--- src/rtl/unified_cache_port_arbiter_pkg.sv ---
// -----------------------------------------------------------------------------
// unified_cache_port_arbiter_pkg
//   Packet layout shared by the unified cache port arbiter and its clients.
//   A packet is a flat vector; the arbiter only interprets the valid bit and
//   the port-ID field, everything else is carried through untouched.
//
//   Layout (LSB first):
//     [0]      valid
//     [3:1]    port ID
//     [35:4]   address
//     [63:36]  data / payload
// -----------------------------------------------------------------------------
package unified_cache_port_arbiter_pkg;

    localparam int PKT_WIDTH_DEFAULT         = 64;
    localparam int PKT_VALID_POS             = 0;
    localparam int PKT_PORT_ID_POS_LO        = 1;
    localparam int PKT_PORT_ID_POS_HI        = 3;
    localparam int PKT_PORT_ID_WIDTH_DEFAULT = PKT_PORT_ID_POS_HI - PKT_PORT_ID_POS_LO + 1;
    localparam int PKT_ADDR_WIDTH            = 32;
    localparam int PKT_DATA_WIDTH            = PKT_WIDTH_DEFAULT - PKT_ADDR_WIDTH
                                               - PKT_PORT_ID_WIDTH_DEFAULT - 1;

    typedef logic [PKT_PORT_ID_WIDTH_DEFAULT-1:0] port_id_t;
    typedef logic [PKT_ADDR_WIDTH-1:0]            addr_t;
    typedef logic [PKT_DATA_WIDTH-1:0]            data_t;

    typedef struct packed {
        data_t    data;
        addr_t    addr;
        port_id_t port_id;
        logic     valid;
    } packet_t;

    // Assemble a packet from its fields; used by clients and packet generators.
    function automatic packet_t make_packet(input logic     valid,
                                            input port_id_t port_id,
                                            input addr_t    addr,
                                            input data_t    data);
        packet_t p;
        p.valid   = valid;
        p.port_id = port_id;
        p.addr    = addr;
        p.data    = data;
        return p;
    endfunction

endpackage

--- src/rtl/round_robin_picker.sv ---
// -----------------------------------------------------------------------------
// round_robin_picker
//   Combinational round-robin selector: picks the first set bit of `eligible`
//   searching from `rr_ptr` upward with wrap-around.
//
//   Ports:
//     eligible      in   NUM_REQUESTER  requesters that may be granted
//     rr_ptr        in   PTR_W          highest-priority index this cycle
//     grant_valid   out  1              at least one requester is eligible
//     grant_onehot  out  NUM_REQUESTER  one-hot grant (zero when none)
//     grant_idx     out  PTR_W          index of the granted requester
// -----------------------------------------------------------------------------
module round_robin_picker #(
    parameter int NUM_REQUESTER = 4,
    parameter int PTR_W         = 2
) (
    input  logic [NUM_REQUESTER-1:0] eligible,
    input  logic [PTR_W-1:0]         rr_ptr,
    output logic                     grant_valid,
    output logic [NUM_REQUESTER-1:0] grant_onehot,
    output logic [PTR_W-1:0]         grant_idx
);

    logic [PTR_W-1:0] upper_idx;
    logic [PTR_W-1:0] lower_idx;
    logic             upper_found;
    logic             any_found;

    // Split the search in two: the lowest eligible index at or above rr_ptr
    // wins; otherwise wrap and take the lowest eligible index overall.
    always_comb begin
        // NOTE: every always_comb output gets a default first so no path leaves it unassigned (no latch).
        upper_idx   = '0;
        lower_idx   = '0;
        upper_found = 1'b0;
        any_found   = 1'b0;
        // Descending scan: the last hit written is the lowest index.
        for (int i = NUM_REQUESTER - 1; i >= 0; i--) begin
            if (eligible[i]) begin
                lower_idx = PTR_W'(i);
                any_found = 1'b1;
                if (i >= int'(rr_ptr)) begin
                    upper_idx   = PTR_W'(i);
                    upper_found = 1'b1;
                end
            end
        end
        grant_valid  = any_found;
        grant_idx    = upper_found ? upper_idx : lower_idx;
        grant_onehot = any_found ? (NUM_REQUESTER'(1) << grant_idx) : '0;
    end

endmodule

--- src/rtl/unified_cache_port_arbiter.sv ---
// -----------------------------------------------------------------------------
// unified_cache_port_arbiter
//   Shares the unified cache's single request port and single return port
//   among NUM_REQUESTER packet-level requesters. Requests are granted
//   round-robin, stamped with the requester index in the port-ID field and
//   registered toward the cache. Cache returns are steered to a one-entry
//   return buffer per requester, selected by their port-ID field.
//
//   Ports:
//     clk_in                            in   1      clock
//     reset_in                          in   1      async active-low reset
//     request_packet_flatted_in         in   PW*N   request packet per requester
//     request_packet_ack_flatted_out    out  N      one-cycle accept pulse per requester
//     return_packet_flatted_out         out  PW*N   return packet per requester
//     return_packet_ack_flatted_in      in   N      requester consumed its return packet
//     request_packet_to_cache_out       out  PW     granted packet toward the cache
//     request_packet_ack_from_cache_in  in   1      cache accepted the packet
//     return_packet_from_cache_in       in   PW     return packet from the cache
//     return_packet_ack_to_cache_out    out  1      one-cycle accept pulse to the cache
//     port_id_error_out                 out  1      sticky: return carried port ID >= N
// -----------------------------------------------------------------------------
module unified_cache_port_arbiter
    import unified_cache_port_arbiter_pkg::*;
#(
    parameter int NUM_REQUESTER                      = 4,
    parameter int UNIFIED_CACHE_PACKET_WIDTH_IN_BITS = PKT_WIDTH_DEFAULT,
    parameter int UNIFIED_CACHE_PACKET_PORT_ID_WIDTH = PKT_PORT_ID_WIDTH_DEFAULT
) (
    input  logic                                                    clk_in,
    input  logic                                                    reset_in,
    input  logic [UNIFIED_CACHE_PACKET_WIDTH_IN_BITS*NUM_REQUESTER-1:0] request_packet_flatted_in,
    output logic [NUM_REQUESTER-1:0]                                request_packet_ack_flatted_out,
    output logic [UNIFIED_CACHE_PACKET_WIDTH_IN_BITS*NUM_REQUESTER-1:0] return_packet_flatted_out,
    input  logic [NUM_REQUESTER-1:0]                                return_packet_ack_flatted_in,
    output logic [UNIFIED_CACHE_PACKET_WIDTH_IN_BITS-1:0]           request_packet_to_cache_out,
    input  logic                                                    request_packet_ack_from_cache_in,
    input  logic [UNIFIED_CACHE_PACKET_WIDTH_IN_BITS-1:0]           return_packet_from_cache_in,
    output logic                                                    return_packet_ack_to_cache_out,
    output logic                                                    port_id_error_out
);

    localparam int PW    = UNIFIED_CACHE_PACKET_WIDTH_IN_BITS;
    localparam int PID_W = UNIFIED_CACHE_PACKET_PORT_ID_WIDTH;
    localparam int PTR_W = (NUM_REQUESTER > 1) ? $clog2(NUM_REQUESTER) : 1;

    // Per-requester views of the flattened buses.
    logic [NUM_REQUESTER-1:0][PW-1:0] req_pkts;
    logic [NUM_REQUESTER-1:0][PW-1:0] ret_bufs;

    assign req_pkts                  = request_packet_flatted_in;
    assign return_packet_flatted_out = ret_bufs;

    // ------------------------------------------------------------------ request
    logic [NUM_REQUESTER-1:0] eligible;
    logic [NUM_REQUESTER-1:0] grant_onehot;
    logic [PTR_W-1:0]         grant_idx;
    logic                     grant_valid;
    logic [PTR_W-1:0]         rr_ptr;
    logic [PTR_W-1:0]         rr_next;
    logic [PW-1:0]            granted_pkt;
    logic                     buffer_can_load;
    logic                     do_grant;

    // A requester whose ack is high this cycle is about to drop the packet we
    // already took, so it must not be granted again.
    always_comb begin
        eligible = '0;
        for (int i = 0; i < NUM_REQUESTER; i++) begin
            eligible[i] = req_pkts[i][PKT_VALID_POS] & ~request_packet_ack_flatted_out[i];
        end
    end

    round_robin_picker #(
        .NUM_REQUESTER (NUM_REQUESTER),
        .PTR_W         (PTR_W)
    ) u_picker (
        .eligible     (eligible),
        .rr_ptr       (rr_ptr),
        .grant_valid  (grant_valid),
        .grant_onehot (grant_onehot),
        .grant_idx    (grant_idx)
    );

    assign buffer_can_load = ~request_packet_to_cache_out[PKT_VALID_POS]
                           | request_packet_ack_from_cache_in;
    assign do_grant        = buffer_can_load & grant_valid;
    assign rr_next         = (grant_idx == PTR_W'(NUM_REQUESTER - 1)) ? '0
                                                                      : grant_idx + PTR_W'(1);

    // The cache routes the return by port ID, so overwrite whatever the
    // requester put there with its own index.
    always_comb begin
        granted_pkt = req_pkts[grant_idx];
        granted_pkt[PKT_PORT_ID_POS_LO +: PID_W] = PID_W'(grant_idx);
    end

    always_ff @(posedge clk_in or negedge reset_in) begin
        if (!reset_in) begin
            request_packet_to_cache_out    <= '0;
            request_packet_ack_flatted_out <= '0;
            rr_ptr                         <= '0;
        end else begin
            // NOTE: state registers use non-blocking assignments so every flop samples pre-edge values.
            request_packet_ack_flatted_out <= do_grant ? grant_onehot : '0;
            if (do_grant) begin
                request_packet_to_cache_out <= granted_pkt;
                rr_ptr                      <= rr_next;
            end else if (request_packet_ack_from_cache_in) begin
                request_packet_to_cache_out <= '0;
            end
        end
    end

    // ------------------------------------------------------------------- return
    logic [PID_W-1:0]         ret_pid;
    logic                     ret_offered;
    logic                     ret_pid_in_range;
    logic [NUM_REQUESTER-1:0] ret_sel;
    logic [NUM_REQUESTER-1:0] ret_slot_ready;
    logic                     ret_accept;
    logic                     ret_bad;

    assign ret_pid     = return_packet_from_cache_in[PKT_PORT_ID_POS_LO +: PID_W];
    // While our ack pulse is high the cache is still retiring the packet we
    // just took; looking at it again would accept it twice.
    assign ret_offered = return_packet_from_cache_in[PKT_VALID_POS] & ~return_packet_ack_to_cache_out;
    assign ret_pid_in_range = int'(ret_pid) < NUM_REQUESTER;

    always_comb begin
        ret_sel        = '0;
        ret_slot_ready = '0;
        for (int i = 0; i < NUM_REQUESTER; i++) begin
            ret_sel[i]        = (int'(ret_pid) == i);
            ret_slot_ready[i] = ~ret_bufs[i][PKT_VALID_POS] | return_packet_ack_flatted_in[i];
        end
    end

    assign ret_accept = ret_offered & ret_pid_in_range & |(ret_sel & ret_slot_ready);
    assign ret_bad    = ret_offered & ~ret_pid_in_range;

    always_ff @(posedge clk_in or negedge reset_in) begin
        if (!reset_in) begin
            // NOTE: the return buffers are plain registers, not RAM, so they are reset to a known empty state.
            ret_bufs                       <= '0;
            return_packet_ack_to_cache_out <= 1'b0;
            port_id_error_out              <= 1'b0;
        end else begin
            for (int i = 0; i < NUM_REQUESTER; i++) begin
                if (ret_accept && ret_sel[i]) begin
                    ret_bufs[i] <= return_packet_from_cache_in;
                end else if (return_packet_ack_flatted_in[i]) begin
                    ret_bufs[i] <= '0;
                end
            end
            // Bad port IDs are acked too so the cache never stalls on them.
            return_packet_ack_to_cache_out <= ret_accept | ret_bad;
            port_id_error_out              <= port_id_error_out | ret_bad;
        end
    end

endmodule

--- config.mk ---
export PLATFORM = sky130hd
export DESIGN_NAME = unified_cache_port_arbiter
export DESIGN_NICKNAME = d
export VERILOG_FILES = /design/src/rtl/unified_cache_port_arbiter_pkg.sv /design/src/rtl/round_robin_picker.sv /design/src/rtl/unified_cache_port_arbiter.sv
export SDC_FILE = /design/constraint.sdc
export NUM_CORES = 1
export LEC_CHECK = 0
export BUFFER_PORTS_ARGS = -buffer_cell sky130_fd_sc_hd__buf_4
export CAP_MARGIN = 30
export CELL_PAD_IN_SITES_DETAIL_PLACEMENT = 0
export CELL_PAD_IN_SITES_GLOBAL_PLACEMENT = 1
export CORE_AREA = 2 2 256 258
export DETAILED_ROUTE_END_ITERATION = 10
export DIE_AREA = 0 0 258 260
export HOLD_SLACK_MARGIN = 0.03
export PLACE_DENSITY = 0.65
export SLEW_MARGIN = 10
export SYNTH_ARGS = -nofsm -noshare
export SYNTH_HDL_FRONTEND = slang
export SYNTH_SLANG_ARGS = --single-unit
--- constraint.sdc ---
create_clock -name clk_in -period 3.37 [get_ports clk_in]
set_clock_uncertainty 0.15 [all_clocks]
set_input_delay 0.337 -clock clk_in [delete_from_list [all_inputs] [get_ports clk_in]]
set_output_delay 0.337 -clock clk_in [all_outputs]
set_load 0.03 [all_outputs]
==> results by group, run 1 <==
Status
  • Outcome: completed

Final layout
  • Net count, final: 2729
  • Area Growth Syn to Fin: 58.7%
  • Filler cells: 6430
  • Register area: about 8200 um2
  • Area of the multi-input gates: around 6300 um2
  • Commonest non-fill, non-tap cell in the layout: buf_4
  • Share of cells above drive strength 1: 31.9%
  • Post-layout util: 37.9%
  • Most frequent cells in the layout: 658 x buf_4, 367 x nand2_1, 327 x dfrtp_1

Drt
  • Metal2 WL: approximately 33000 um
  • Post-Route WL: approximately 67000 um
  • Detail-routed via count per cell: 4.63
  • Routed wire length on met3: approximately 5400 um
  • Top sig layer: met4
  • Via count: 15198
  • Drt drc: 0
  • Antenna-violating nets left: 0
  • First DRT Iteration DRCs: 851
  • Routed met1 length: about 26000 um
  • DRT Pass-1 Iters: 5
  • WL per Instance: 20.3 um

Clock tree
  • Num CTS Buffers: 41
  • Longest Clk Path Bufs: 3
  • H-tree depth: 2
  • CTS tree: yes
  • CTS root buf: clkbuf_16
  • Worst-skew pair later-pin latency: 570 ps
  • Clock sinks: 327
  • Clock-pin slew on the worst setup and hold paths: 60 ps

Timing
  • Final Max Slew Viols: 0
  • Final Setup Violations: 0
  • Final period demand of the worst path: approximately 3200 ps
  • RSZ-0062 raised after global routing: no
  • Tcrit/Tclk final: 95.7%
  • Slew of the pin with the lowest slew margin: 798 ps
  • Relative slew margins: 46.8%
  • Fin Setup TNS: 0 ps
  • Fmax: 310 MHz
  • Fin. Hold Viols: 0
  • Worst Hold Margin: 73.3 ps

Worst setup path
  • Crit path launch type: flop
  • Buf/Inv on CP: 2
  • Worst Path Arrival: 3510 ps
  • Kind of critical path: flop to flop
  • Worst Setup End Kind: flop
  • Max incr delay on CP: about 660 ps
  • CP top delay family: buffers and inverters
  • CP cell instances: or3b_1 -> o211ai_4 -> buf_4 -> a211oi_1 -> a221oi_1 -> o22ai_1 -> dlygate4sd3_1
  • Critical-path maximum fanout: 60
  • Worst path required time: 3650 ps
  • CP max-delay cell: buf_4

Power and ir drop
  • Power Total: 15.0 mW
  • Maximum vdd drop: 312 uV
  • PD cells: 616 nW/um2
  • Leak: ~12 nW

Die
  • Die Y: between 200 and 300 um
  • I/O pins: around 650
  • Core Rows: 93
  • Die area: 67100 um2
  • DIE WIDTH: 258 um
  • Core ar.: 64100 um2
  • Starting Density: 23.9%

Synthesis
  • Synth warn: 0
  • Synthesized area: 15300 um2
  • Synthesized Nets: between 1500 and 2000
  • Cells after Synth: 1629
  • Number of flops mapped to enable cells by yosys: 0
  • Synthesized flop and latch total: 327
  • Syn Area/Cell: 9.41 um2
  • Register area share after synthesis: a little over half
  • Distinct cells, synth: 47
  • Synth Flop Type: dfrtp_1
  • Ys async rst share: 100%

Placed design
  • PortBufs: 639
  • Hpwl dp: 46400 um
  • GPL Wtd Cong: 0.870

GRT
  • Number of global-route vias before repair: between 15000 and 20000
  • Grt total ovfl: 0
  • Largest net degree at the start of global routing: 90
  • First-pass GRT wire length: ~99000 um
  • Initial antenna violation count: 1
  • GRT Total Usage: 19.1%

Min path
  • Worst Hold Class: primary input to flop

Run
  • Max-Cap Viols: 0
## state kept, by name (all words and copies together) (netlist names)
| name | flops |
|---|---|
| return_packet_flatted_out | 256 |
| request_packet_to_cache_out | 63 |
| request_packet_ack_flatted_out | 4 |
| rr_ptr | 2 |
| port_id_error_out | 1 |
| return_packet_ack_to_cache_out | 1 |
## layout make-up
type | count | area share (%)
timing repair buffer | 865 | 29.4
inverter | 72 | 1.13
sequential | 327 | 33.6
antenna | 1 | 0.0103
clock buffer | 59 | 4.91
multi-input combinational | 1091 | 25.8
tap | 855 | 4.40
clock inverter | 13 | 0.684
## timing repair
action,CTS,global route
gates resized for setup,0,1
setup buffers,0,0
endpoints found under the setup margin,0,2
hold buffers,192,0
hold endpoints to repair,393,0
## metrics by stage
step                      setup WS (ps)  instances  area [um2]
after floorplan                    1190       1629       15300
after global placement              802       3018       21000
after detailed placement            747       3018       21000
after CTS                           104       3282       24300
after global routing               66.8       3283       24300
final                               144       3283       24300
## power by group
| group | internal, mW | total, mW | leakage [nW] | switching, mW |
|---|---|---|---|---|
| clock | 2.63 | 4.43 | 0.674 | 1.80 |
| combinational | 2.50 | 5.78 | 6.49 | 3.28 |
| sequential | 4.36 | 4.77 | 4.44 | 0.404 |
## cell families (layout without fill, tap and decap cells)
family                   after synthesis  count (layout)  synth area share (%)
AND/OR/NAND/NOR                      527             527                  15.7
AO/OA/AOI/OAI                        499             499                  20.4
flip-flops                           327             327                  53.4
buffers and inverters                211            1009                  6.21
multiplexers                          60              60                  3.92
adder cells (fa/ha/maj)                4               4                 0.327
other                                  1               2                0.0245
## layer usage
metal  GRT usage [%]  up-vias
li1                -     7126
met1            22.4     7395
met2            32.8      574
met3            5.88      103
met4            7.47        0
met5               0        -
## worst reg2reg max path: cells and delay by family (launching register included)
| family | cells | cell delay, ps |
|---|---|---|
| AOI/OAI and AO/OA | 4 | 840 |
| and+or+nand+nor | 1 | 440 |
| DFF | 1 | 430 |
| buffers and inverters | 2 | 1250 |
## Yosys cell counts (20+ instances only)
master | n | area share, %
nand2_1 | 368 | 9.0
dfrtp_1 | 327 | 53
o21ai_0 | 202 | 6.6
nand2b_1 | 125 | 5.1
clkbuf_1 | 91 | 2.2
inv_1 | 69 | 1.7
a211oi_1 | 61 | 3.0
a21oi_1 | 61 | 2.0
mux2i_1 | 60 | 3.9
o22ai_1 | 60 | 2.4
o21ai_1 | 43 | 1.4
a221oi_1 | 41 | 2.3
buf_2 | 27 | 0.88
a221oi_2 | 20 | 2.0
## worst paths after layout
kind / from / endpoint / slack [ps] / cells past startpoint
min in group asynchronous: reset_in / return_packet_flatted_out[64]$_DFFE_PN0P_ / 270 / 2
setup / recovery: rr_ptr[0]$_DFFE_PN0P_ / request_packet_to_cache_out[30]$_DFFE_PN0P_ / 140 / 7
hold reg to reg: port_id_error_out$_DFF_PN0_ / port_id_error_out$_DFF_PN0_ / 330 / 1
max in group asynchronous: reset_in / request_packet_to_cache_out[24]$_DFFE_PN0P_ / 1820 / 3
hold / removal: return_packet_from_cache_in[1] / return_packet_ack_to_cache_out$_DFF_PN0_ / 70 / 4
setup reg to reg: rr_ptr[0]$_DFFE_PN0P_ / request_packet_to_cache_out[30]$_DFFE_PN0P_ / 140 / 7
Power figures use the tool's default switching activity.
==> run 2, diff against run 1 <==
Settings changed: GPL_ROUTABILITY_DRIVEN set to 0, PLACE_DENSITY 0.65 to 0.58.
Clock period 3.37 ns to 3.1 ns, I/O delays scaled along.
==> results by group, run 2 (synthesized netlist as in run 1, its figures left out) <==
Status
  • Outcome: completed

Worst setup path
  • Worst-case reg-to-reg path depth: 7
  • Kind of critical path: flop to flop
  • Worst r2r src: rr_ptr[0]$_DFFE_PN0P_
  • Worst path required time: 3380 ps
  • Worst reg-to-reg setup slack: around 210 ps
  • Critical-path maximum fanout: 60
  • Capture point of the worst reg-to-reg path: request_packet_to_cache_out[9]$_DFFE_PN0P_
  • Worst Path Arrival: between 3000 and 4000 ps
  • Worst Setup End Kind: flop
  • Crit path launch type: flop

Drt
  • Routed wire length on met3: 6440 um
  • Top sig layer: met5
  • Detail-routed via count per cell: between 4 and 5
  • Metal2 WL: 33200 um
  • Post-Route WL: ~69000 um
  • Via count: 15158
  • Routed met1 length: ~26000 um
  • Drt drc: 0
  • DRT Pass-1 Iters: 5
  • Antenna-violating nets left: 0
  • WL per Instance: approximately 21 um
  • First DRT Iteration DRCs: approximately 730

Timing
  • Fmax: 346 MHz
  • RSZ-0062 raised after global routing: no
  • Fin Setup TNS: 0 ps
  • Slew of the pin with the lowest slew margin: between 700 and 800 ps
  • Worst Hold Margin: 129 ps
  • Fin. Hold Viols: 0
  • Relative slew margins: 46.9%
  • Final period demand of the worst path: 2890 ps
  • Tcrit/Tclk final: around 93%
  • Final Max Slew Viols: 0
  • Final Setup Violations: 0

Die
  • Core ar.: 64100 um2
  • Die area: 67100 um2
  • DIE WIDTH: 258 um
  • Starting Density: 23.9%
  • I/O pins: between 600 and 700
  • Core Rows: 93
  • Die Y: approximately 260 um

Final layout
  • Fin area: 24500 um2
  • Share of cells above drive strength 1: 31.8%
  • Max reg flops: roughly 260
  • Area Growth Syn to Fin: 59.9%
  • Most frequent cells in the layout: 663 x buf_4, 367 x nand2_1, 327 x dfrtp_1
  • Net count, final: 2751
  • Commonest non-fill, non-tap cell in the layout: buf_4
  • Post-layout util: 38.2%

Clock tree
  • CTS root buf: clkbuf_16
  • Longest Clk Path Bufs: 3
  • Worst-skew pair later-pin latency: 580 ps
  • Clock sinks: around 330
  • Clock-pin slew on the worst setup and hold paths: about 60 ps
  • Num CTS Buffers: 42
  • H-tree depth: 2
  • CTS tree: yes

GRT
  • Grt total ovfl: 0
  • Number of global-route vias before repair: 15703
  • Initial antenna violation count: 3
  • GRT Total Usage: approximately a fifth
  • Largest net degree at the start of global routing: 81
  • First-pass GRT wire length: 102000 um

Power and ir drop
  • Leak: 11.7 nW
  • PD cells: 668 nW/um2
  • Maximum vdd drop: between 400 and 500 uV
  • Power Total: around 16 mW

Run
  • Max-Cap Viols: 0

Min path
  • Hold depth: 5
  • Worst Hold Class: primary input to flop
  • Hold endpoint: request_packet_to_cache_out[56]$_DFFE_PN0P_
  • Hold Path Origin: request_packet_flatted_in[120]

Placed design
  • Placement Cell Area: between 20000 and 25000 um2
  • PortBufs: 639
  • Hpwl dp: 48400 um
==> run 2: changes by cell type in the layout (fill, tap and decap cells not counted), sizes merged <==
cell / before / now
dlygate4sd3: 192 / 205
buf: 673 / 680
clkbuf: 59 / 64
bufinv: 2 / 1
clkinv: 10 / 9
diode: 1 / 2
==> run 2: how the worst max path moves through the flow <==
stage | start | end | slack, ps | cells past startpoint
final | rr_ptr[0]$_DFFE_PN0P_ | request_packet_to_cache_out[9]$_DFFE_PN0P_ | 210 | 7
after global routing | request_packet_ack_flatted_out[3]$_DFF_PN0_ | request_packet_to_cache_out[41]$_DFFE_PN0P_ | 60 | 8
after CTS | rr_ptr[0]$_DFFE_PN0P_ | request_packet_to_cache_out[28]$_DFFE_PN0P_ | 10 | 7
after detailed placement | rr_ptr[0]$_DFFE_PN0P_ | request_packet_to_cache_out[56]$_DFFE_PN0P_ | 540 | 7
after global placement | rr_ptr[0]$_DFFE_PN0P_ | request_packet_to_cache_out[56]$_DFFE_PN0P_ | 590 | 7
after floorplan | request_packet_ack_flatted_out[0]$_DFF_PN0_ | request_packet_to_cache_out[44]$_DFFE_PN0P_ | 920 | 9
==> run 2: cell type report <==
cell class	instances	area, um2
Fill cell	6534	39600
Timing Repair Buffer	885	7340
Sequential cell	327	8180
Multi-Input combinational cell	1091	6280
Timing Repair inverter	1	8.76
Tap cell	855	1070
Antenna cell	2	5.00
Clock buffer	64	1210
Inverter	72	283
Clock inverter	10	115
==> run 2: per-layer routing <==
layer	track usage, %	up-vias
met1	22.4	7313
met2	33.3	581
met3	7.33	109
met5	0	-
li1	-	7153
met4	9.38	2
==> run 2: timing repair <==
item / CTS / global route
buffers inserted: 0 / 2
hold buffers: 205 / 0
setup endpoints to repair: 0 / 49
endpoints found under the hold margin: 373 / 0
resized for setup: 0 / 9
==> run 2: power breakdown <==
part	leakage [nW]	total [mW]	internal [mW]	switching, mW
Combinational	6.57	6.37	2.73	3.64
Clock	0.653	4.80	2.80	2.01
Sequential	4.44	5.19	4.74	0.450
==> run 2: per-stage QoR <==
stage,setup slack (ps),cells
floorplan,923,1629
global placement,592,3023
detailed placement,544,3023
CTS,14.6,3302
global route,60.4,3307
finish,210,3307
==> run 2: worst max-delay path: stages (launching register included) <==
cell and delay [ps]:
dfrtp_1 430, or3b_1 450, o211ai_4 150, buf_8 420
a211oi_1 140, a221oi_1 250, o22ai_1 140, dlygate4sd3_1 590
==> run 3, diff against run 2 <==
Settings changed: CORE_AREA 2 2 256 258 to 2 2 253 255, DIE_AREA 0 0 258 260 to 0 0 255 257, PLACE_DENSITY 0.58 to 0.56, SLEW_MARGIN 10 to 20, SYNTH_HIERARCHICAL set to 1.
==> results by group, run 3 <==
Status
  • Outcome: completed

Clock tree
  • Clock sinks: 327
  • Cts hold-fix bufs: 122
  • H-tree depth: 2
  • Post-CTS Setup Inserts: 0
  • Num CTS Buffers: 40
  • Post_cts resized: 0
  • Worst-skew pair later-pin latency: between 500 and 600 ps
  • CTS root buf: clkbuf_16
  • Clock-pin slew on the worst setup and hold paths: about 60 ps
  • CTS tree: yes
  • Longest Clk Path Bufs: 3

GRT
  • Number of global-route vias before repair: 12843
  • Initial antenna violation count: 6
  • First-pass GRT wire length: between 80000 and 90000 um
  • GRT Total Usage: 17.8%
  • Grt total ovfl: 0
  • Largest net degree at the start of global routing: 75

Power and ir drop
  • Maximum vdd drop: 332 uV
  • Power Total: 15.5 mW
  • PD cells: 661 nW/um2
  • Leak: 11.7 nW

Synthesis
  • Syn Area/Cell: roughly 14 um2
  • Cells after Synth: roughly 1000
  • Synth warn: 6
  • Number of flops mapped to enable cells by yosys: 0
  • Count leader, synth: dfrtp_1
  • Synthesized area: between 10000 and 15000 um2
  • Distinct cells, synth: 42
  • Commonest cells in the netlist: 327 x dfrtp_1, 189 x nor2b_1, 128 x mux2_2, 120 x a22o_1, 61 x mux4_2
  • Synthesized flop and latch total: 327
  • Register area share after synthesis: 54.7%
  • Largest area contributor in the netlist: dfrtp_1
  • Ys async rst share: 100%
  • Synthesized Nets: between 1000 and 1500
  • Synth top area cells: dfrtp_1 55%, mux2_2 9.6%, mux4_2 9.2%, nor2b_1 7.9%, a22o_1 7.0%
  • Synth top area share: 54.7%
  • Synth Flop Type: dfrtp_1

Placed design
  • Place WS: 329 ps
  • Hpwl dp: 43400 um
  • PortBufs: between 600 and 700

Drt
  • Detail-routed via count per cell: 4.43
  • Top sig layer: met5
  • Drt drc: 0
  • Metal2 WL: 30600 um
  • First DRT Iteration DRCs: 550
  • WL per Instance: between 20 and 25 um
  • Routed met1 length: 22500 um
  • Post-Route WL: 59500 um
  • Antenna-violating nets left: 0
  • Via count: 11857
  • Routed wire length on met3: 4660 um
  • DRT Pass-1 Iters: 5

Min path
  • Worst Hold Class: primary input to flop
  • Hold endpoint: request_packet_to_cache_out[59]$_DFFE_PN0P_
  • Hold depth: 3
  • Hold Path Origin: request_packet_flatted_in[59]

Die
  • Core Rows: just over 90
  • Starting Density: 23.8%
  • Core ar.: 62700 um2
  • Die area: approximately 66000 um2
  • I/O pins: ~650
  • DIE WIDTH: 255 um
  • Die Y: between 200 and 300 um

Worst setup path
  • Capture point of the worst reg-to-reg path: request_packet_to_cache_out[18]$_DFFE_PN0P_
  • Worst path most repeated cell: buf_12
  • Crit path launch type: primary input
  • Max incr delay on CP: roughly 550 ps
  • Worst-case reg-to-reg path depth: 8
  • Worst r2r src: request_packet_ack_flatted_out[0]$_DFF_PN0_
  • Worst Path Arrival: 3100 ps
  • Worst Setup End Kind: flop
  • CP cell instances: dlygate4sd3_1 -> buf_4 -> nor2b_1 -> nand2b_1 -> a21oi_1 -> a211oi_4 -> buf_12 -> buf_12 -> mux4_2 -> mux2_2
  • Worst reg-to-reg setup slack: roughly 350 ps
  • Critical-path maximum fanout: 15
  • Kind of critical path: primary input to flop
  • CP top delay family: buffers and inverters
  • Buf/Inv on CP: 4
  • CP max-delay cell: dlygate4sd3_1
  • Worst path required time: 3380 ps

Timing
  • RSZ-0062 raised after global routing: no
  • Slew of the pin with the lowest slew margin: between 700 and 800 ps
  • Relative slew margins: 46.7%
  • Final period demand of the worst path: 2820 ps
  • Worst Slack Setup Final: 283 ps
  • Tcrit/Tclk final: approximately nine tenths
  • Final Setup Violations: 0
  • Final Max Slew Viols: 0
  • Fin Setup TNS: 0 ps
  • Fmax: 355 MHz
  • Fin. Hold Viols: 0

Run
  • Max-Cap Viols: 0

Final layout
  • Net count, final: 2126
  • Max reg flops: 256
  • Most frequent cells in the layout: 663 x buf_4, 327 x dfrtp_1, 189 x nor2b_1
  • Share of cells above drive strength 1: 54.3%
  • Commonest non-fill, non-tap cell in the layout: buf_4
  • Area Growth Syn to Fin: 56.6%
run 3: how the worst max path moves through the flow:
| stage | startpoint | endpoint | slack (ps) | cells after the start |
|---|---|---|---|---|
| after CTS | request_packet_flatted_in[0] | request_packet_to_cache_out[18]$_DFFE_PN0P_ | 350 | 10 |
| after detailed placement | request_packet_flatted_in[0] | request_packet_to_cache_out[18]$_DFFE_PN0P_ | 330 | 9 |
| after floorplan | request_packet_ack_flatted_out[1]$_DFF_PN0_ | request_packet_to_cache_out[10]$_DFFE_PN0P_ | 150 | 8 |
| after global placement | request_packet_flatted_in[0] | request_packet_to_cache_out[16]$_DFFE_PN0P_ | 330 | 9 |
| after global routing | request_packet_flatted_in[0] | request_packet_to_cache_out[18]$_DFFE_PN0P_ | 140 | 10 |
| final | request_packet_flatted_in[0] | request_packet_to_cache_out[18]$_DFFE_PN0P_ | 280 | 10 |
run 3: final cells by class:
cell class,count,area (um2)
repair buffers,798,6450
multi-input cells,625,6450
fillers,6186,39300
clock buffers,59,1140
flip-flops and latches,327,8180
diodes,5,12.5
well taps,846,1060
clock inverters,11,104
inverters,6,22.5
run 3: power by group:
part           total (mW)  switching (mW)  leakage (nW)  internal [mW]
logic                5.82            2.99          6.66           2.83
clock network        4.51            1.88         0.607           2.64
registers            5.16           0.342          4.41           4.81
run 3: through the flow:
step / instance area (um2) / utilization [%] / cells / hold slack [ps]
floorplan: 15000 / - / 1041 / -136
global placement: 20900 / 33.4 / 2480 / 189
detailed placement: 20900 / 33.4 / 2480 / 191
CTS: 23400 / 37.3 / 2672 / 30.2
global route: 23400 / 37.3 / 2676 / 44.5
finish: 23400 / 37.3 / 2677 / 72.5
run 3: cell families (layout without fill, tap and decap cells):
kind of cell	count (synthesis)	count (layout)	synth area share [%]
AO/OA/AOI/OAI	142	142	8.02
buffers and inverters	89	874	2.80
multiplexers	245	245	24.4
flip-flops	327	327	54.7
other	1	6	0.0251
adder cells (fa/ha/maj)	1	1	0.0836
AND/OR/NAND/NOR	236	236	9.92
run 3: tightest hold or removal path, cell delays in order:
cell,delay (ps)
buf_4,70
mux4_2,220
mux2_2,130
run 3: layer usage:
metal,vias to the layer above,GRT usage (%)
li1,5309,-
met4,2,5.49
met2,468,31.8
met1,6007,20.3
met3,71,4.99
met5,-,0
